$ cat config.mk
export PLATFORM = sky130hd
export DESIGN_NAME = sar_key_search_flat
export DESIGN_NICKNAME = d
export VERILOG_FILES = /design/src/rtl/sar_key_search_if.sv /design/src/rtl/sar_key_search.sv /design/src/flat_wrapper.sv
export SDC_FILE = /design/constraint.sdc
export NUM_CORES = 1
export LEC_CHECK = 0
export ABC_AREA = 1
export CAP_MARGIN = 20
export CELL_PAD_IN_SITES_DETAIL_PLACEMENT = 1
export CELL_PAD_IN_SITES_GLOBAL_PLACEMENT = 2
export CORE_MARGIN = 2
export CORE_UTILIZATION = 27
export CTS_BUF_LIST = sky130_fd_sc_hd__clkbuf_8
export CTS_CLUSTER_SIZE = 14
export DETAILED_ROUTE_END_ITERATION = 10
export PLACE_DENSITY_LB_ADDON = 0.12
export SYNTH_ARGS = -nofsm -noshare
export SYNTH_HDL_FRONTEND = slang
export SYNTH_SLANG_ARGS = --single-unit
$ cat constraint.sdc
create_clock -name CLK -period 1.5 [get_ports CLK]
set_clock_uncertainty 0.15 [all_clocks]
set_input_delay 0.15 -clock CLK [delete_from_list [all_inputs] [get_ports CLK]]
set_output_delay 0.15 -clock CLK [all_outputs]
set_load 0.05 [all_outputs]
$ cat src/rtl/sar_key_search_if.sv
// ----------------------------------------------------------------------------
// sar_key_search_if
// Groups the signals between the successive-approximation search controller
// and the parties around it: the requester (START), the 4-bit magnitude
// comparator (GT/EQ/LT in, TRIAL out to its A input) and the result consumer.
//
//   START   requester -> controller   request a search (sampled in IDLE)
//   GT/EQ/LT comparator -> controller flags for TRIAL vs. key
//   TRIAL   controller -> comparator  registered trial operand
//   CMP_E   controller -> comparator  comparator enable (TEST/VERIFY only)
//   BUSY, DONE, FOUND, RESULT, ERR    status/result back to the requester
//
// master: the environment (requester + comparator)
// slave : the search controller
// ----------------------------------------------------------------------------
interface sar_key_search_if #(
    parameter int N = 4
);
    logic         START;
    logic         GT;
    logic         EQ;
    logic         LT;
    logic [N-1:0] TRIAL;
    logic         CMP_E;
    logic         BUSY;
    logic         DONE;
    logic         FOUND;
    logic [N-1:0] RESULT;
    logic         ERR;

    modport master (
        output START, GT, EQ, LT,
        input  TRIAL, CMP_E, BUSY, DONE, FOUND, RESULT, ERR
    );

    modport slave (
        input  START, GT, EQ, LT,
        output TRIAL, CMP_E, BUSY, DONE, FOUND, RESULT, ERR
    );
endinterface

$ cat src/rtl/sar_key_search.sv
// ----------------------------------------------------------------------------
// sar_key_search
// Successive-approximation controller that drives the A input of a magnitude
// comparator and walks the trial operand towards the unknown key on B, one
// bit per cycle from the MSB down. An EQ flag during the bit tests ends the
// search early; otherwise a final VERIFY cycle re-checks the decided value.
// Any flag sample that is not exactly one-hot sets the sticky ERR flag.
//
// Ports:
//   CLK  rising-edge clock
//   RST  asynchronous, active-high reset (aborts a search, no DONE issued)
//   bus  slave side of sar_key_search_if:
//          START in, GT/EQ/LT in, TRIAL out, CMP_E out, BUSY out,
//          DONE out (1-cycle pulse), FOUND out, RESULT out, ERR out
// ----------------------------------------------------------------------------
module sar_key_search #(
    parameter int N = 4
) (
    input  logic             CLK,
    input  logic             RST,
    sar_key_search_if.slave  bus
);
    localparam int KW = (N > 1) ? $clog2(N) : 1;

    typedef enum logic [1:0] {
        S_IDLE   = 2'd0,
        S_TEST   = 2'd1,
        S_VERIFY = 2'd2,
        S_DONE   = 2'd3
    } state_t;

    state_t          state_q, state_d;
    logic [KW-1:0]   k_q, k_d;
    logic [N-1:0]    trial_q, trial_d;
    logic [N-1:0]    result_q, result_d;
    logic            found_q, found_d;
    logic            err_q, err_d;

    logic [2:0]      flags;
    logic            flags_legal;

    assign flags       = {bus.GT, bus.EQ, bus.LT};
    assign flags_legal = (flags == 3'b100) || (flags == 3'b010) || (flags == 3'b001);

    always_ff @(posedge CLK or posedge RST) begin
        if (RST) begin
            state_q  <= S_IDLE;
            k_q      <= '0;
            trial_q  <= '0;
            result_q <= '0;
            found_q  <= 1'b0;
            err_q    <= 1'b0;
        end else begin
            state_q  <= state_d;
            k_q      <= k_d;
            trial_q  <= trial_d;
            result_q <= result_d;
            found_q  <= found_d;
            err_q    <= err_d;
        end
    end

    always_comb begin
        state_d  = state_q;
        k_d      = k_q;
        trial_d  = trial_q;
        result_d = result_q;
        found_d  = found_q;
        err_d    = err_q;

        case (state_q)
            S_IDLE: begin
                if (bus.START) begin
                    state_d        = S_TEST;
                    k_d            = KW'(N - 1);
                    trial_d        = '0;
                    trial_d[N-1]   = 1'b1;
                    result_d       = '0;
                    found_d        = 1'b0;
                    err_d          = 1'b0;
                end
            end

            S_TEST: begin
                if (!flags_legal) begin
                    err_d    = 1'b1;
                    found_d  = 1'b0;
                    result_d = trial_q;
                    state_d  = S_DONE;
                end else if (bus.EQ) begin
                    // Exact hit before all bits are decided: no need to verify.
                    found_d  = 1'b1;
                    result_d = trial_q;
                    state_d  = S_DONE;
                end else begin
                    // Trial overshot the key: this bit must be zero.
                    if (bus.GT) begin
                        trial_d[k_q] = 1'b0;
                    end
                    if (k_q != '0) begin
                        trial_d[k_q - 1'b1] = 1'b1;
                        k_d                 = k_q - 1'b1;
                    end else begin
                        state_d = S_VERIFY;
                    end
                end
            end

            S_VERIFY: begin
                // A GT/LT here means the comparator disagrees with its own
                // earlier answers; that is reported as not-found, not as ERR.
                found_d  = flags_legal && bus.EQ;
                if (!flags_legal) begin
                    err_d = 1'b1;
                end
                result_d = trial_q;
                state_d  = S_DONE;
            end

            S_DONE: begin
                state_d = S_IDLE;
            end

            default: begin
                state_d = S_IDLE;
            end
        endcase
    end

    assign bus.TRIAL  = trial_q;
    assign bus.RESULT = result_q;
    assign bus.FOUND  = found_q;
    assign bus.ERR    = err_q;
    assign bus.CMP_E  = (state_q == S_TEST) || (state_q == S_VERIFY);
    assign bus.BUSY   = (state_q == S_TEST) || (state_q == S_VERIFY);
    assign bus.DONE   = (state_q == S_DONE);

endmodule

$ cat src/flat_wrapper.sv
// flat-port wrapper written by rule: the top's interface ports become plain ports
module sar_key_search_flat 
#(
    parameter int N = 4
)
  (CLK, RST, bus_START, bus_GT, bus_EQ, bus_LT, bus_TRIAL, bus_CMP_E, bus_BUSY, bus_DONE, bus_FOUND, bus_RESULT, bus_ERR);
  sar_key_search_if #(.N(N)) bus_i ();
  input  logic CLK;
  input  logic RST;
  input wire logic [$bits(bus_i.START)-1:0] bus_START;
  input wire logic [$bits(bus_i.GT)-1:0] bus_GT;
  input wire logic [$bits(bus_i.EQ)-1:0] bus_EQ;
  input wire logic [$bits(bus_i.LT)-1:0] bus_LT;
  output wire logic [$bits(bus_i.TRIAL)-1:0] bus_TRIAL;
  output wire logic [$bits(bus_i.CMP_E)-1:0] bus_CMP_E;
  output wire logic [$bits(bus_i.BUSY)-1:0] bus_BUSY;
  output wire logic [$bits(bus_i.DONE)-1:0] bus_DONE;
  output wire logic [$bits(bus_i.FOUND)-1:0] bus_FOUND;
  output wire logic [$bits(bus_i.RESULT)-1:0] bus_RESULT;
  output wire logic [$bits(bus_i.ERR)-1:0] bus_ERR;
  assign bus_i.START = bus_START;
  assign bus_i.GT = bus_GT;
  assign bus_i.EQ = bus_EQ;
  assign bus_i.LT = bus_LT;
  assign bus_TRIAL = bus_i.TRIAL;
  assign bus_CMP_E = bus_i.CMP_E;
  assign bus_BUSY = bus_i.BUSY;
  assign bus_DONE = bus_i.DONE;
  assign bus_FOUND = bus_i.FOUND;
  assign bus_RESULT = bus_i.RESULT;
  assign bus_ERR = bus_i.ERR;
  sar_key_search #(.N(N)) u_core (.CLK(CLK), .RST(RST), .bus(bus_i));
endmodule
==> metrics.cfg, run 1 <==
[placement]
dpl.hpwl_mm=2.10
place_area_mm2=0.00145
gp_congestion=0.778
pre_cts_slack_ns=-0.207
io_buffer_count=18

[worst_hold_path]
min-delay-path-class=primary input to async pin

[worst_setup_path]
slowest_delay_ns=0.44
startpoint=u_core.state_q[0]
crit_end=u_core.k_q[0]
crit_top_cell=inv_2
cp_top_family=flip-flops
critPathKind=flip-flop to flip-flop
timing.rr.start=u_core.state_q[0]
cp-start-kind=flip-flop
cp_max_fo=6
reg2reg_depth=9
cp_num_buf_inv=3
arrival_ns=1.48
timing.rr.end=u_core.k_q[0]
crit_slowest_cell=dfrtp_2
worstPathRequired_ns=1.48
end_kind=flip-flop
r2r_slack_ns=0.003
critical_path_depth=9
cp_cell_sequence=inv_2, ha_4, inv_2, nor2_4, inv_2, nand2_2, nand2_4, nand4_1, nand2_1

[die]
die_y_um=63.3
dieWidth_um=63.3
start_util_pct=28.2
pin_count=19
rows=21
core_area_mm2=0.00336
die_area_mm2=0.00400

[final_layout]
layout.nets=179
stdcell_area_mm2=0.00157
area_delta_synth_final_pct=65.4
drive_gt1_share_pct=39.9
fillers=413
n_antenna_cell=0

[power]
seq_power_share_pct=17.5
leakagePower_uw=0.000765
switching_share_pct=47.9
power_frac_clock_pct=9.6
switchingPower_uw=1860
power.density_mw_per_mm2=2480
ir_worst_vdd_uv=1680
p_comb_share_pct=72.8
internal_power_uw=2030

[logic_synthesis]
ys_top_cells_by_area=dfrtp_1 37%, nand2_1 18%, ha_1 12%
synth.mux.area_fraction_pct=0
synth_compound_area_share_pct=7.92
yosysWarnings=0
synth.distinct_cells=20
ys_ff_latch=14
seq_area_frac_synth_pct=36.9
postSynthAreaPerCell_um2=7.65
synth_edf_count=0
synth_simple_gate_area_share_pct=36.0
yosys.area.top_type_share_pct=36.9
netlist.top_cell.by_area=dfrtp_1
async_flop_share_pct=100
synth.most_common_cell=nand2_1
synth_cells=124
synth-xor-area-share_pct=0
synthAdderAreaFrac_pct=11.9
syn_nets=139
syn_area_um2=948
synth_top_family_by_area=simple AND/OR/NAND/NOR gates
synth_ff_type=dfrtp_1
synth_common_cells=45 x nand2_1, 14 x dfrtp_1, 12 x inv_1

[status]
run_status=finished clean

[timing]
slew_headroom_pct=77.3
hold_ws_ns=0.0463
layout_min_cycle_time_ns=1.50
finalCritPeriodShare_pct=99.8
hold_viol_final=0
worst_pin_slew_ns=0.340
setup_tns_ns=0
maxSlewViolCount=0
max_freq_ghz=0.668
setup-violations-final=0
grt_setup_unrepaired=true
setup_ws_ns=0.00318

[clock_network]
clock_latency_ns=0.25
clk_pin_slew_ns=0.06
hold_buffers=0
cts_htree_levels=1
clockBufferDepth=2
cts_tree=yes
numCtsBuffers=3
cts.sinks=14
clock-root-buffer=clkbuf_8

[global_route]
grt_pass1_wl_mm=4.69
antenna_found_initial=0
grt_start_max_net_pins=15
overflow=0
grt_pass1_vias=1036
track_usage_pct=14.6

[routing]
wire_per_inst_um=12.5
drc=0
drt_pass1_iterations=4
drtIter0Drc=15
totalWireLength_mm=2.62
ant_nets=0
vias_per_cell=4.51
route.vias.total=943

[job]
cap_violations=0

==> logic make-up (layout without fill, tap and decap cells) <==
kind of cell	count (synthesis)	in the layout
adders and majority gates	9	9
and+or+nand+nor	70	70
buffers and inverters	17	56
AOI/OAI and AO/OA	14	14
DFF	14	14
==> worst min-delay path: stages <==
cell and delay (ns):
clkdlybuf4s50_1 0.39, inv_1 0.05, buf_4 0.22
==> layer usage <==
layer / vias up / routed length (µm) / global-route usage [%] / part of all wire (%)
li1: 472 / - / - / -
met1: 452 / 1270 / 18.9 / 49
met2: 17 / 1250 / 25.1 / 48
met3: 2 / 75 / 2.14 / 2.9
met4: 0 / 21 / 4.08 / 0.80
met5: - / 0 / 0 / 0
==> stage by stage <==
stage | std cells | utilization (%) | power [µW]
2_1_floorplan | 124 | - | 2220
3_3_place_gp | 203 | 43.2 | 3360
3_5_place_dp | 203 | 43.2 | 3400
4_1_cts | 209 | 45.9 | 3900
5_1_grt | 209 | 46.7 | 4210
6_report | 209 | 46.7 | 3900
==> sequential cells by signal, indices dropped and copies added (netlist names) <==
register	flops
u_core.k_q	2
u_core.state_q	2
u_core.bus.RESULT	4
u_core.bus.FOUND	1
u_core.bus.ERR	1
u_core.bus.TRIAL	4
==> repair_timing <==
item	4_1_cts	5_1_grt
pin swaps	3	1
gates resized for setup	10	6
endpoints found under the setup margin	16	17
endpoints found under the hold margin	0	0
buffers inserted	2	0
==> cells in the final DEF (no fill, tap or decap), drive strengths merged <==
master	Yosys	layout
nand2	52	52
buf	2	33
dfrtp	14	14
inv	14	14
o21ai	12	12
ha	9	9
nand4	6	6
nand3	6	6
nor2	5	5
clkbuf	1	4
clkdlybuf4s50	0	4
o22ai	1	1
a21oi	1	1
nand3b	1	1
dlymetal6s2s	0	1
==> area by class of cell <==
class	instances	area (µm²)	share of cell area (%)
timing repair buffer	38	463	29.5
tap	46	57.6	3.67
multi-input combinational	93	589	37.6
sequential	14	352	22.4
clock buffer	4	55.1	3.51
inverter	14	52.6	3.35
==> power by group through the flow <==
stage / logic, µW / clock network (µW) / registers (µW)
after global routing: 3100 / 406 / 705
after floorplan: 1290 / 0 / 928
final: 2840 / 376 / 684
after CTS: 2830 / 385 / 681
after global placement: 2680 / 0 / 679
after detailed placement: 2710 / 0 / 684
==> worst min path at each step <==
stage	from	to	depth (start not counted)
6_report	RST	u_core.bus.RESULT[0]	3
5_1_grt	RST	u_core.bus.RESULT[3]	3
4_1_cts	RST	u_core.state_q[1]	3
3_5_place_dp	RST	u_core.bus.FOUND	3
3_3_place_gp	RST	u_core.bus.RESULT[0]	3
2_1_floorplan	RST	u_core.bus.ERR	1
Note: power is estimated with default switching activity, not from simulation.
==> inputs of run 2 (changes only) <==
==> constraint.sdc (replaced) <==
create_clock -name CLK -period 1.5 [get_ports CLK]
set_clock_uncertainty 0.15 [all_clocks]
set_input_delay 0.15 -clock CLK [delete_from_list [all_inputs] [get_ports CLK]]
set_output_delay 0.15 -clock CLK [all_outputs]
set_load 0.1 [all_outputs]
==> run 2 against run 1 <==
  * Hold slack improved by 0.0060 ns
  * Highest routed layer unchanged
  * Global-route usage increased by 1.4 points
  * Register-to-register slack about the same
  * The run now ends with negative setup slack left
  * Via count increased by 1.3%
  * Critical path depth decreased by 6
  * Die area unchanged
  * Routed wire length increased by 3.2%
  * Worst setup slack got worse by 0.017 ns
==> metrics.cfg, run 2 (synthesis gave the netlist of run 1 again) <==
[final_layout]
area_delta_synth_final_pct=65.3  ; about the same
most-common-layout-cells=41 x nand2_1, 18 x buf_4, 13 x buf_12, 10 x dfrtp_1
n_antenna_cell=0  ; unchanged
fin_util_pct=46.6  ; about the same
layout.nets=177  ; -1.1%
drive_gt1_share_pct=41.6  ; +1.7 points
layout_commonest_cell=nand2_1

[worst_setup_path]
cp_top_family=flip-flops
r2r_slack_ns=0.01  ; about the same
slowest_delay_ns=0.42  ; -0.02 ns
cp_max_fo=4  ; -2
crit_slowest_cell=dfrtp_2
cp-start-kind=flip-flop
critPathKind=flip-flop to output pin
arrival_ns=1.21  ; -0.27 ns
timing.rr.end=u_core.k_q[1]
worstPathRequired_ns=1.20  ; -0.28 ns
cp_cell_sequence=inv_2, ha_4, buf_12
cp_num_buf_inv=2  ; -1
reg2reg_depth=9  ; unchanged
end_kind=output pin
timing.rr.start=u_core.state_q[0]

[placement]
gp_congestion=0.761  ; -2.2%
io_buffer_count=18  ; unchanged
dpl.hpwl_mm=2.23  ; +6.3%

[routing]
drc=0  ; unchanged
ant_nets=0  ; unchanged
totalWireLength_mm=2.71  ; +3.2%
route.vias.total=955  ; +1.3%
drtIter0Drc=17  ; +2
drt_pass1_iterations=4  ; unchanged
wire_per_inst_um=13.1  ; +4.2%
vias_per_cell=4.61  ; +2.3%

[timing]
slew_headroom_pct=86.6  ; +9.2 points
worst_pin_slew_ns=0.202  ; -0.138 ns
maxSlewViolCount=0  ; unchanged
layout_min_cycle_time_ns=1.51  ; +0.0171 ns
max_freq_ghz=0.661  ; -1.1%
grt_setup_unrepaired=true
finalCritPeriodShare_pct=101  ; +1.1 points
setup_ws_ns=-0.0139  ; -0.0171 ns
setup-violations-final=2  ; +2
hold_viol_final=0  ; unchanged

[clock_network]
numCtsBuffers=3  ; unchanged
clock-root-buffer=clkbuf_8
hold_buffers=0  ; unchanged
cts_htree_levels=1  ; unchanged
clock_latency_ns=0.25  ; about the same
clk_pin_slew_ns=0.07  ; about the same
cts.sinks=14  ; unchanged
clockBufferDepth=2  ; unchanged
cts_tree=yes

[die]
core_area_mm2=0.00336  ; unchanged
dieWidth_um=63.3  ; unchanged
die_area_mm2=0.00400  ; unchanged
die_y_um=63.3  ; unchanged
start_util_pct=28.2  ; unchanged
pin_count=19  ; unchanged
rows=21  ; unchanged

[worst_hold_path]
min-delay-path-class=primary input to async pin

[global_route]
overflow=0  ; unchanged
grt_pass1_vias=1131  ; +9.2%
track_usage_pct=16.0  ; +1.4 points
grt_start_max_net_pins=15  ; unchanged
grt_pass1_wl_mm=5.04  ; +7.5%
antenna_found_initial=0  ; unchanged

[status]
run_status=complete, but fails checks
violations=negative setup slack

[job]
cap_violations=0  ; unchanged

run 2: changes by cell type in the layout (fill, tap and decap cells not counted):
| cell | before | now |
|---|---|---|
| clkdlybuf4s50_1 | 4 | 5 |
| ha_4 | 2 | 3 |
| nor2_1 | 2 | 1 |
| dlymetal6s2s_1 | 1 | 0 |
| ha_2 | 1 | 0 |
| dfrtp_1 | 13 | 10 |
| dfrtp_2 | 1 | 4 |
| buf_4 | 20 | 18 |
| nor2_2 | 0 | 1 |
run 2: worst max path at each step:
stage                       from                  end  slack [ns]  cells after the start
6_report       u_core.state_q[0]            bus_CMP_E       -0.01                      3
5_1_grt        u_core.state_q[1]        u_core.k_q[0]        -0.1                      9
4_1_cts        u_core.state_q[0]        u_core.k_q[1]       -0.04                      6
3_5_place_dp              bus_GT  u_core.bus.TRIAL[1]       -0.15                     10
3_3_place_gp              bus_GT  u_core.bus.TRIAL[0]       -0.13                     10
2_1_floorplan  u_core.state_q[0]     u_core.bus.FOUND       -0.06                      5
run 2: what timing repair did:
action	4_1_cts	5_1_grt
buffers inserted	1	0
endpoints found under the setup margin	16	17
pin swaps	2	5
gates resized for setup	13	5
run 2: cell type report:
cell class / count / area [µm²]
Clock buffer: 4 / 55.1
Fill cell: 419 / 1800
Inverter: 14 / 52.6
Multi-Input combinational cell: 93 / 602
Sequential cell: 14 / 355
Tap cell: 46 / 57.6
Timing Repair Buffer: 36 / 445
run 2: layer usage:
metal	vias up	track usage (%)	routed length, µm	share of wire [%]
met3	4	3.39	98	3.6
met2	16	29.3	1420	52
met5	-	0	0	0
met4	0	5.16	25	0.92
li1	470	-	-	-
met1	465	18.4	1170	43
run 2: stage by stage:
stage                     hold WS (ns)  instance area (µm²)  instances  TNS [ns]  worst slack (ns)
after floorplan                 -0.111                  983        124    -0.292           -0.0578
after global placement           0.321                 1450        202     -1.30            -0.128
after detailed placement         0.328                 1450        202     -1.61            -0.150
after CTS                       0.0638                 1540        207    -0.196           -0.0377
final                           0.0523                 1570        207   -0.0276           -0.0139
after global routing            0.0727                 1570        207    -0.896           -0.0962
run 2: worst reg2reg max path, stage by stage (launching register included):
cell and delay [ns]:
dfrtp_2 0.45, inv_2 0.09, ha_4 0.13, inv_2 0.04, nor2_4 0.14, inv_2 0.08
nand2_2 0.08, nand2_4 0.08, nand4_1 0.08, nand2_1 0.06
Power of run 2 is not shown: default switching activity piles up to over one toggle a cycle in this logic, so the estimate is an artifact.
